<file path="src/rtl/arb_pkg.sv">
// Shared encodings for the cache/memory arbiter: FSM states, master ids and command codes.
// Round-robin vs fixed-priority arbitration is selected by the ARB_ROUND_ROBIN_EN macro.
package arb_pkg;
  typedef enum logic [1:0] {
    IDLE   = 2'd0,
    BUSY_I = 2'd1,
    BUSY_D = 2'd2
  } arb_state_e;

  localparam logic M_I    = 1'b0;
  localparam logic M_D    = 1'b1;
  localparam logic CMD_RD = 1'b0;
  localparam logic CMD_WR = 1'b1;
endpackage

</file>
<file path="src/rtl/arb_grant_sel.sv">
// Combinational winner selection between the I-cache and D-cache requests.
// ARB_ROUND_ROBIN_EN defined: ties go to the master that was not granted last; otherwise D wins ties.
module arb_grant_sel
  import arb_pkg::*;
(
  input  logic i_req,
  input  logic d_req,
  input  logic last_grant,
  output logic grant_valid,
  output logic grant_id
);
  assign grant_valid = i_req | d_req;

`ifdef ARB_ROUND_ROBIN_EN
  always_comb begin
    grant_id = M_I;
    if (i_req && d_req) grant_id = ~last_grant;
    else if (d_req)     grant_id = M_D;
  end
`else
  // Fixed priority keeps last_grant in the interface so both builds share one port list.
  logic w_unused_last_grant;
  assign w_unused_last_grant = last_grant;
  assign grant_id = d_req ? M_D : M_I;
`endif
endmodule

</file>
<file path="src/rtl/cache_mem_arbiter.sv">
// Two-master (I-cache, D-cache) to one main-memory port line arbiter with registered command/address/data.
// Handshake: a granted transaction is held on mem_read/mem_write until the single-cycle mem_ready, which is
// passed through to the granted cache in that same cycle. Tie policy selected by ARB_ROUND_ROBIN_EN.
module cache_mem_arbiter
  import arb_pkg::*;
#(
  parameter int ADDR_W = 28,
  parameter int DATA_W = 128
) (
  input  logic              clk,
  input  logic              proc_reset_n,
  input  logic              i_mem_read,
  input  logic [ADDR_W-1:0] i_mem_addr,
  output logic [DATA_W-1:0] i_mem_rdata,
  output logic              i_mem_ready,
  input  logic              d_mem_read,
  input  logic              d_mem_write,
  input  logic [ADDR_W-1:0] d_mem_addr,
  input  logic [DATA_W-1:0] d_mem_wdata,
  output logic [DATA_W-1:0] d_mem_rdata,
  output logic              d_mem_ready,
  output logic              mem_read,
  output logic              mem_write,
  output logic [ADDR_W-1:0] mem_addr,
  output logic [DATA_W-1:0] mem_wdata,
  input  logic [DATA_W-1:0] mem_rdata,
  input  logic              mem_ready,
  output logic [1:0]        o_dbg_state
);
  arb_state_e        r_state;
  logic              r_last_grant;
  logic              r_cmd;
  logic [ADDR_W-1:0] r_addr;
  logic [DATA_W-1:0] r_wdata;

  logic w_grant_valid;
  logic w_grant_id;
  logic w_d_wr;
  logic w_busy;

  arb_grant_sel u_grant_sel (
    .i_req       (i_mem_read),
    .d_req       (d_mem_read | d_mem_write),
    .last_grant  (r_last_grant),
    .grant_valid (w_grant_valid),
    .grant_id    (w_grant_id)
  );

  // A simultaneous read+write from the D-cache is treated as a write.
  assign w_d_wr = (w_grant_id == M_D) && d_mem_write;

  always_ff @(posedge clk or negedge proc_reset_n) begin
    if (!proc_reset_n) begin
      r_state      <= IDLE;
      r_last_grant <= M_I;
      r_cmd        <= CMD_RD;
      r_addr       <= '0;
      r_wdata      <= '0;
    end else begin
      case (r_state)
        IDLE: begin
          if (w_grant_valid) begin
            r_state <= (w_grant_id == M_D) ? BUSY_D : BUSY_I;
            r_addr  <= (w_grant_id == M_D) ? d_mem_addr : i_mem_addr;
            r_cmd   <= w_d_wr ? CMD_WR : CMD_RD;
            r_wdata <= w_d_wr ? d_mem_wdata : '0;
          end
        end
        BUSY_I: begin
          if (mem_ready) begin
            r_last_grant <= M_I;
            r_state      <= IDLE;
          end
        end
        BUSY_D: begin
          if (mem_ready) begin
            r_last_grant <= M_D;
            r_state      <= IDLE;
          end
        end
        default: r_state <= IDLE;
      endcase
    end
  end

  assign w_busy      = (r_state == BUSY_I) || (r_state == BUSY_D);
  assign mem_read    = w_busy && (r_cmd == CMD_RD) && !mem_ready;
  assign mem_write   = w_busy && (r_cmd == CMD_WR) && !mem_ready;
  assign mem_addr    = r_addr;
  assign mem_wdata   = r_wdata;
  assign i_mem_ready = (r_state == BUSY_I) && mem_ready;
  assign d_mem_ready = (r_state == BUSY_D) && mem_ready;
  assign i_mem_rdata = i_mem_ready ? mem_rdata : '0;
  assign d_mem_rdata = d_mem_ready ? mem_rdata : '0;
  assign o_dbg_state = r_state;
endmodule

</file>
<file path="config.mk">
export PLATFORM = sky130hd
export DESIGN_NAME = cache_mem_arbiter
export DESIGN_NICKNAME = d
export VERILOG_FILES = /design/src/rtl/arb_pkg.sv /design/src/rtl/arb_grant_sel.sv /design/src/rtl/cache_mem_arbiter.sv
export SDC_FILE = /design/constraint.sdc
export NUM_CORES = 1
export LEC_CHECK = 0
export ABC_AREA = 1
export BUFFER_PORTS_ARGS = -buffer_cell sky130_fd_sc_hd__buf_2
export CELL_PAD_IN_SITES_DETAIL_PLACEMENT = 2
export CELL_PAD_IN_SITES_GLOBAL_PLACEMENT = 2
export CORE_AREA = 2 2 290 292
export CTS_CLUSTER_DIAMETER = 60
export DETAILED_ROUTE_END_ITERATION = 8
export DIE_AREA = 0 0 292 294
export PLACE_DENSITY_LB_ADDON = 0.1
export SETUP_SLACK_MARGIN = 0.2
export SLEW_MARGIN = 25
export SYNTH_ARGS = -nofsm -noshare
export SYNTH_HDL_FRONTEND = slang
export SYNTH_SLANG_ARGS = --single-unit
</file>
<file path="constraint.sdc">
create_clock -name clk -period 1.95 [get_ports clk]
set_clock_uncertainty 0.05 [all_clocks]
set_input_delay 0.0975 -clock clk [delete_from_list [all_inputs] [get_ports clk]]
set_output_delay 0.0975 -clock clk [all_outputs]
set_load 0.02 [all_outputs]
</file>
* Word-level counts from Yosys, hierarchy flattened
Cells that the tools add are included.
W data, S select, Z words.
** Operators by class
- Equal/unequal tests :: 4
- Muxes and demuxes :: 10
- Bitwise gates (word level) :: 3
- Reductions and logical operators :: 13
** Operator list (count)
- $mux W128 :: 3
- $mux W28 :: 1
- $logic_and A1 B1 Y1 :: 7
- $mux W2 :: 3
- $ne A2 B1 Y1 const B :: 2
- $pmux W2 S2 :: 1
- $reduce_and A2 Y1 :: 2
- $eq A2 B1 Y1 const B :: 1
- $eq A2 B2 Y1 const B :: 1
- $logic_not A2 Y1 :: 1
- $mux W1 :: 2
- $or A1 B1 Y1 :: 2
- $reduce_or A2 Y1 :: 1
- $logic_not A1 Y1 :: 1
- $logic_or A1 B1 Y1 :: 1
- $not A1 Y1 :: 1
** Storage, ports and cells
- Flip-flop bits (word level) :: 159
- Bits of input ports :: 318
- Output and inout bits :: 418
- Logic and storage cells :: 34

* Longest topological paths before layout
Gate-level depths: netlist of the first run.
- Depth in word-level cells :: 5
- Gate-level depth with buffers :: 8
- Depth with buffers taken out :: 6

* Hierarchy
A second synthesis of the first run with hierarchy kept.
** Second synthesis, totals
- Cells, all modules :: 1203
- Area total of the unflattened synthesis :: 8077.7 µm²
** By module, submodules not included
- cache_mem_arbiter :: instances 1, cells each 1199, area an instance 8059.0 µm², seq. area each 4003.8 µm²
- arb_grant_sel :: instances 1, cells each 4, area an instance 18.8 µm², seq. area each 0.0 µm²

* Worst setup path before layout of the first run
No wires, ideal clock.
- Path type :: register -> output
- From :: register r_state[0] (netlist: o_dbg_state[0])
- To :: output d_mem_rdata[100]
- Arrival time :: 1.520 ns
- Required time :: 1.803 ns
- Setup slack :: 0.283 ns
- Stages on the path, launching flop included :: 7
- Path buffers :: 2
- Cells stage by stage :: dfrtp_1 -> inv_1 -> ha_1 -> nand2_1 -> clkbuf_1 -> clkbuf_1 -> nor2_1
** Between the ends
- Word-level cells in the longest chain between the ends :: 3
** RTL lines
- start, declared :: RTL line cache_mem_arbiter.sv:30 : arb_state_e r_state;
- start signal, assigned :: RTL line cache_mem_arbiter.sv:63 : r_state <= (w_grant_id == M_D) ? BUSY_D : BUSY_I;
- $eq A2 B2 Y1 :: RTL line cache_mem_arbiter.sv:92 : assign d_mem_ready = (r_state == BUSY_D) && mem_ready;
- $logic_and A1 B1 Y1 :: RTL line cache_mem_arbiter.sv:92
- $mux W128 :: RTL line cache_mem_arbiter.sv:94 : assign d_mem_rdata = d_mem_ready ? mem_rdata : '0;
- end, declared :: RTL line cache_mem_arbiter.sv:20 : output logic [DATA_W-1:0] d_mem_rdata,
No other way between the ends.

* Final worst setup path of the first run
- From :: register r_state[1] (netlist: o_dbg_state[1])
- To :: output i_mem_rdata[21]
** Between the ends
- Word-level cells in the longest chain between the ends :: 3
** RTL lines
- $eq A2 B1 Y1 :: RTL line cache_mem_arbiter.sv:91 : assign i_mem_ready = (r_state == BUSY_I) && mem_ready;
- $logic_and A1 B1 Y1 :: RTL line cache_mem_arbiter.sv:91
- $mux W128 :: RTL line cache_mem_arbiter.sv:93 : assign i_mem_rdata = i_mem_ready ? mem_rdata : '0;
- end, declared :: RTL line cache_mem_arbiter.sv:14 : output logic [DATA_W-1:0] i_mem_rdata,
No other way between the ends.

==> results of run 1 <==
==> cells in the mapped netlist <==
library cell / instances
o21ai_1: 103
nand3_1: 2
clkbuf_1: 34
o21ai_0: 26
buf_4: 14
ha_1: 3
inv_2: 1
nor2_2: 1
dfrtp_1: 159
nand2_1: 436
buf_1: 4
inv_1: 136
nand2_2: 1
nor2_1: 258
buf_2: 28
nand4_1: 1
buf_6: 1
==> cells by family after synthesis <==
kind of cell / after synthesis / synth area share
buffers and inverters: 218 / 0.111
adder cells (fa/ha/maj): 3 / 0.00457
flip-flops: 159 / 0.485
AO/OA/AOI/OAI: 129 / 0.0786
AND/OR/NAND/NOR: 699 / 0.321
==> power groups by stage <==
stage / Clock, mW / Sequential, mW / Combinational [mW]
2_1_floorplan: 0 / 7.22 / 3.44
3_3_place_gp: 0 / 5.53 / 9.49
3_5_place_dp: 0 / 5.54 / 9.58
4_1_cts: 3.77 / 5.50 / 10.9
5_1_grt: 3.86 / 5.71 / 12.1
6_report: 3.53 / 5.48 / 11.1
==> final timing paths <==
check / startpoint / endpoint / slack, ns / cells after the start
worst min-delay path: proc_reset_n / mem_wdata[100] / 0.08 / 2
min in group clk: d_mem_write / mem_wdata[121] / 0.09 / 4
max in group asynchronous: proc_reset_n / mem_wdata[58] / 1.07 / 3
worst min register to register: mem_wdata[127] / mem_wdata[127] / 0.43 / 2
worst max-delay path: o_dbg_state[1] / i_mem_rdata[21] / -0.07 / 7
worst max register to register: o_dbg_state[1] / mem_wdata[1] / 0.23 / 6
==> state kept, by name, indices dropped and copies added (netlist names) <==
register     flops
r_cmd            1
mem_addr        28
o_dbg_state      2
mem_wdata      128
==> metrics by stage <==
stage	util	hold WS [ns]
after detailed placement	0.160	0.0588
after global placement	0.160	0.0618
after CTS	0.206	0.0494
final	0.221	0.0819
after floorplan	-	-0.248
after global routing	0.221	0.101
==> repair_timing <==
action	CTS	global route
endpoints found under the hold margin	289	0
cloned	9	8
hold buffers	186	0
resized for setup	323	301
pin swaps	3	1
buffers inserted	20	0
endpoints found under the setup margin	283	407
==> metal layers <==
metal / wire length [µm] / vias up / part of all wire / global-route usage
met5: 75 / - / 0.0011 / 0
met4: 1310 / 10 / 0.020 / 0.0424
met3: 4170 / 66 / 0.063 / 0.0454
met1: 24500 / 5491 / 0.37 / 0.156
li1: - / 5473 / - / -
met2: 35700 / 393 / 0.54 / 0.279
==> layout by cell type (no fill, tap or decap) <==
cell type      count
ha_1               1
clkbuf_16         23
buf_16             8
buf_2            490
dlygate4sd3_1    186
ha_4               2
nand3_1            2
inv_8              5
buf_4            141
nand2_8            3
diode_2           10
nand2_4            1
nor2_1           120
o21ai_1          103
o21ai_0           26
nor2_4            74
buf_12            23
buf_6            132
nor2_2            65
clkinv_8           4
nand2_1          433
inv_6              3
dfrtp_1          159
inv_2              3
clkinv_4           2
buf_8              2
inv_1            134
nand2_2            1
nand4_1            1
==> worst register-to-register path, delay by kind of cell, from the launching register on <==
kind / cells / cell delay (ns)
AND/OR/NAND/NOR: 2 / 0.33
AO/OA/AOI/OAI: 1 / 0.08
flip-flops: 1 / 0.41
adder cells (fa/ha/maj): 1 / 0.33
buffers and inverters: 2 / 0.40
==> cell type report <==
| class | count | area (µm²) |
|---|---|---|
| Timing Repair Buffer | 988 | 7720 |
| Fill cell | 9737 | 64600 |
| Clock inverter | 14 | 165 |
| Multi-Input combinational cell | 832 | 4120 |
| Clock buffer | 17 | 425 |
| Inverter | 137 | 514 |
| Sequential cell | 159 | 3980 |
| Tap cell | 1080 | 1350 |
| Antenna cell | 10 | 25.0 |
==> results.md, run 1 <==
* CP arrival at 1.87 ns
* CP Data Required Time at 1.80 ns
* RePlAce Congestion at 0.900
* Die area at between 80000 and 90000 µm²
* DIE WIDTH at 292 µm
* # DRC at 0
* Setup CP Type: flip-flop to output pin
* Max Slew Vio Count at 0
* Pre-CTS setup slack at 0.188 ns
* Startpoint types: flip-flop
* Ys Warns at 0
* DRT Pass-1 Iters at 4
* Seq pwr share at 0.272
* Final worst slack at -0.0662 ns
* Sw Ratio at 0.487
* Final hold vios at 0
* Worst Hold Class: input port to asynchronous set/reset pin
* Max clock buf depth at 2
* Wire length per cell at 20.3 µm
* Critical path, cell by cell: inv_2 > ha_4 > nand2_8 > buf_12 > buf_16 > nor2_1 > buf_4
* Slew HR at 0.650
* Hpwl dp at 51300 µm
* Share of cells above drive strength 1 at 0.457
* Core Box Area at 82900 µm²
* Logic pwr share at 0.553
* Synth area leader: dfrtp_1
* Initial antenna violation count at 19
* FMAX at approximately 500 MHz
* Maximum vdd drop at approximately 0.5 mV
* Setup Total Neg Slack at -3.94 ns
* Row count at 106
* Total track usage at 0.148
* MaxCap Viol Count at 0
* ANT nets after route at 0
* Synth top area cells: dfrtp_1 (48%), nand2_1 (20%), nor2_1 (12%)
* Yosys reg bits at approximately 160
* Buffers on Ports at 735
* Layout Nets at 2456
* CTS buffer count at 17
* Psw at 9.80 mW
* Worst-path clk slew at 0.09 ns
* Boundary Pins at between 700 and 800
* First DRT Iteration DRCs at roughly 350
* Layout Cells excl Fill at about 3.2k
* PD cells at ~1100 nW/µm²
* Final Power at 20.1 mW
* Post-synthesis cell area at just over 8000 µm²
* Final instance area at 18300 µm²
* Leak pwr at 9.68 nW
* Critical path buffers and inverters at 4
* Synth top area share at 0.485
* Overflow after GRT at 0
* Avg Cell Area, Syn at 6.80 µm²
* CTS tree: yes
* Final period util at 1.03
* RSZ-0062 raised after global routing: true
* Vias per cell at 3.53
* CTS root buffer: clkbuf_16
* Synthesized instance count at 1208
* CTS sink cnt at 159
* Largest net degree at the start of global routing at 69
* Syn_nets at 1529
* Minimum clock period at 2.02 ns
* Status: complete, but fails checks
* Vias in the first global route at roughly 12k
* Final WL at 65700 µm
* Int Pwr at 10.3 mW
* Slowest stage delay, CP at ~0.4 ns
* CTS H-tree depth at 4
* Clock share of power at 0.175
* DR vias at 11.4k
* Crit path max fanout at 10
* Worst path top cell family by delay: buffers and inverters
* Sequential-to-total area share from yosys stat at 0.485
* Count of cell types in the netlist at 17
* Final setup vio count at ~160
* Placed cells at 2973
* Failing checks: negative setup slack
* Worst slew pin tran at 0.525 ns
* Worst skew pair latency at 0.48 ns
* First-pass GRT wire length at 91100 µm
* Crit end category: output pin
* Slowest CP cell: dfrtp_1
* Die H at about 290 µm
* Area after DPL at 13300 µm²
* Area grow syn2layout at 123%
* Initial Utilization at 0.0990
Note: power is estimated with default switching activity, not from simulation.
==> run 2, diff against run 1 <==
- SLEW_MARGIN: 25 -> unset
- clock period: 1.95 -> 2.1 ns (I/O delays scaled with it)
==> run 2 against run 1 <==
  * The flow still finishes with violations (negative setup slack)
  * Combinational power decreased by 4%
  * Wire length increased by 3.0%
  * Critical path depth unchanged
  * Cell area increased by 6.1%
  * Non-clock buffer count increased by 14
  * Worst setup slack improved by 0.055 ns
  * Power decreased by 5.0%
  * Hold slack got worse by 0.015 ns
  * Register-to-register slack improved by 0.13 ns
  * Critical path type unchanged
==> results.md, run 2 (synthesized netlist as in run 1, its figures left out) <==
* Largest net degree at the start of global routing at 64 (was 69)
* Worst Hold Class: input port to asynchronous set/reset pin (unchanged)
* Hpwl dp at 51000 µm (was 51300 µm)
* Final worst slack at -0.0108 ns (was -0.0662 ns)
* Final Power at 19.1 mW (was 20.1 mW)
* Crit end category: output pin (unchanged)
* Placed cells at 2973 (unchanged)
* Status: complete, but fails checks (unchanged)
* CTS root buffer: clkbuf_16 (unchanged)
* DIE WIDTH at 292 µm (unchanged)
* Layout Nets at 2472 (was 2456)
* Worst slew pin tran at 0.608 ns (was 0.525 ns)
* Layout Cells excl Fill at 3256 (was 3237)
* Commonest cells after routing, fill and taps aside: buf_2 (530), nand2_1 (433), dlygate4sd3_1 (186) (was buf_2 (490), nand2_1 (433), dlygate4sd3_1 (186))
* Clock share of power at 0.175 (about the same)
* Logic pwr share at 0.560 (was 0.553)
* CP Data Required Time at 1.95 ns (was 1.80 ns)
* Minimum clock period at 2.11 ns
* Share of cells above drive strength 1 at 0.487 (was 0.457)
* ANT nets after route at 0 (unchanged)
* # DRC at 0 (unchanged)
* Area grow syn2layout at 136% (was 123%)
* CP arrival at 1.96 ns (was 1.87 ns)
* Final hold vios at 0 (unchanged)
* Seq pwr share at 0.265 (was 0.272)
* PD cells at 985 nW/µm² (was 1100 nW/µm²)
* RSZ-0062 raised after global routing: true (unchanged)
* Sw Ratio at 0.485 (was 0.487)
* Most common cell after layout, fill and taps aside: buf_2 (unchanged)
* Failing checks: negative setup slack (unchanged)
* Final setup vio count at 1 (was 164)
* Number of flip-flops in the largest register at 128 (unchanged)
* Initial antenna violation count at 22 (was 19)
* CTS tree: yes (unchanged)
* Row count at 106 (unchanged)
* Worst skew pair latency at 0.48 ns (about the same)
* DR vias at 11.6k (was 11.4k)
* Psw at 9.28 mW (was 9.80 mW)
* Die H at 294 µm (unchanged)
* Slew HR at 0.594 (was 0.650)
* FMAX at 474 MHz
* MaxCap Viol Count at 0 (unchanged)
* Final WL at 67700 µm (was 65700 µm)
* Max Slew Vio Count at 0 (unchanged)
* Core Box Area at 82900 µm² (unchanged)
* Worst R2R Path Depth at 7 (was 6)
* Vias in the first global route at 12.7k (was 12.5k)
* Maximum vdd drop at 0.557 mV (was 0.495 mV)
* Buffers on Ports at 735 (unchanged)
* Initial Utilization at 0.0990 (unchanged)
* Int Pwr at 9.84 mW (was 10.3 mW)
* CTS buffer count at 17 (unchanged)
* First DRT Iteration DRCs at 303 (was 349)
* Total track usage at 0.149 (was 0.148)
* Leak pwr at 9.90 nW (was 9.68 nW)
* Die area at 85800 µm² (unchanged)
* CTS H-tree depth at 4 (unchanged)
* Area of the multi-input gates at 4800 µm² (was 4120 µm²)
* Worst-path clk slew at 0.09 ns (about the same)
* Crit path max fanout at 7 (was 10)
* R2R Setup Slk at 0.36 ns (was 0.23 ns)
* CTS sink cnt at 159 (unchanged)
* Final period util at 1.01
* RePlAce Congestion at 0.932 (was 0.900)
* DRT Pass-1 Iters at 4 (unchanged)
* Max clock buf depth at 2 (unchanged)
* First-pass GRT wire length at 92300 µm (was 91100 µm)
* Vias per cell at 3.56 (was 3.53)
* Startpoint types: flip-flop (unchanged)
* Fill count at 9640 (was 9737)
* Boundary Pins at 736 (unchanged)
* Setup Total Neg Slack at -0.0108 ns (was -3.94 ns)
* Fin Hold WS at 0.0666 ns (was 0.0819 ns)
* Wire length per cell at 20.8 µm (was 20.3 µm)
* Register area at 3980 µm² (about the same)
* Setup CP Type: flip-flop to output pin (unchanged)
* Overflow after GRT at 0 (unchanged)
==> run 2: worst paths after layout <==
path | start | end
max | o_dbg_state[0] | d_mem_rdata[1]
min reg2reg | mem_addr[19] | mem_addr[19]
max in group asynchronous | proc_reset_n | mem_wdata[67]
max reg2reg | o_dbg_state[0] | mem_wdata[52]
min | proc_reset_n | mem_wdata[22]
min in group clk | d_mem_write | mem_wdata[121]
==> run 2: layout make-up <==
type | instances | area share
diodes | 13 | 0.00168
clock buffers | 17 | 0.0219
multi-input cells | 834 | 0.248
flip-flops and latches | 159 | 0.205
repair buffers | 1002 | 0.418
well taps | 1080 | 0.0696
inverters | 137 | 0.0270
clock inverters | 14 | 0.00877
==> run 2: timing repair <==
| item | CTS | global route |
|---|---|---|
| hold buffers | 186 | 0 |
| gates resized for setup | 258 | 563 |
| cloned | 11 | 16 |
| setup buffers | 20 | 6 |
| endpoints found under the hold margin | 317 | 0 |
| pin swaps | 5 | 5 |
| endpoints found under the setup margin | 259 | 331 |
==> run 2: worst max-delay path: stages (launching register included) <==
cell and delay [ns]:
dfrtp_2 0.44, inv_2 0.09, ha_4 0.17, nand2_8 0.12, buf_12 0.23, clkbuf_16 0.18
nor2_2 0.08, buf_4 0.14
==> run 2: power by group through the flow <==
stage	sequential [mW]	clock (mW)	combinational, mW
2_1_floorplan	6.70	0	3.19
3_3_place_gp	5.08	0	8.77
3_5_place_dp	5.11	0	8.84
4_1_cts	5.08	3.57	9.94
5_1_grt	5.29	3.63	11.6
6_report	5.07	3.34	10.7
==> run 2: metrics by stage <==
stage	setup WS [ns]	area [µm²]	utilization
6_report	-0.0108	19400	0.234
5_1_grt	-0.117	19400	0.234
4_1_cts	-0.0641	16900	0.204
3_5_place_dp	0.311	13200	0.160
3_3_place_gp	0.358	13200	0.160
2_1_floorplan	0.425	8210	-
==> run 2: metal layers <==
layer | vias to the layer above | wire [µm] | track usage
met5 | - | 21 | 0
met4 | 4 | 2020 | 0.0500
met3 | 73 | 4120 | 0.0471
met2 | 413 | 36300 | 0.276
met1 | 5605 | 25300 | 0.158
li1 | 5507 | - | -
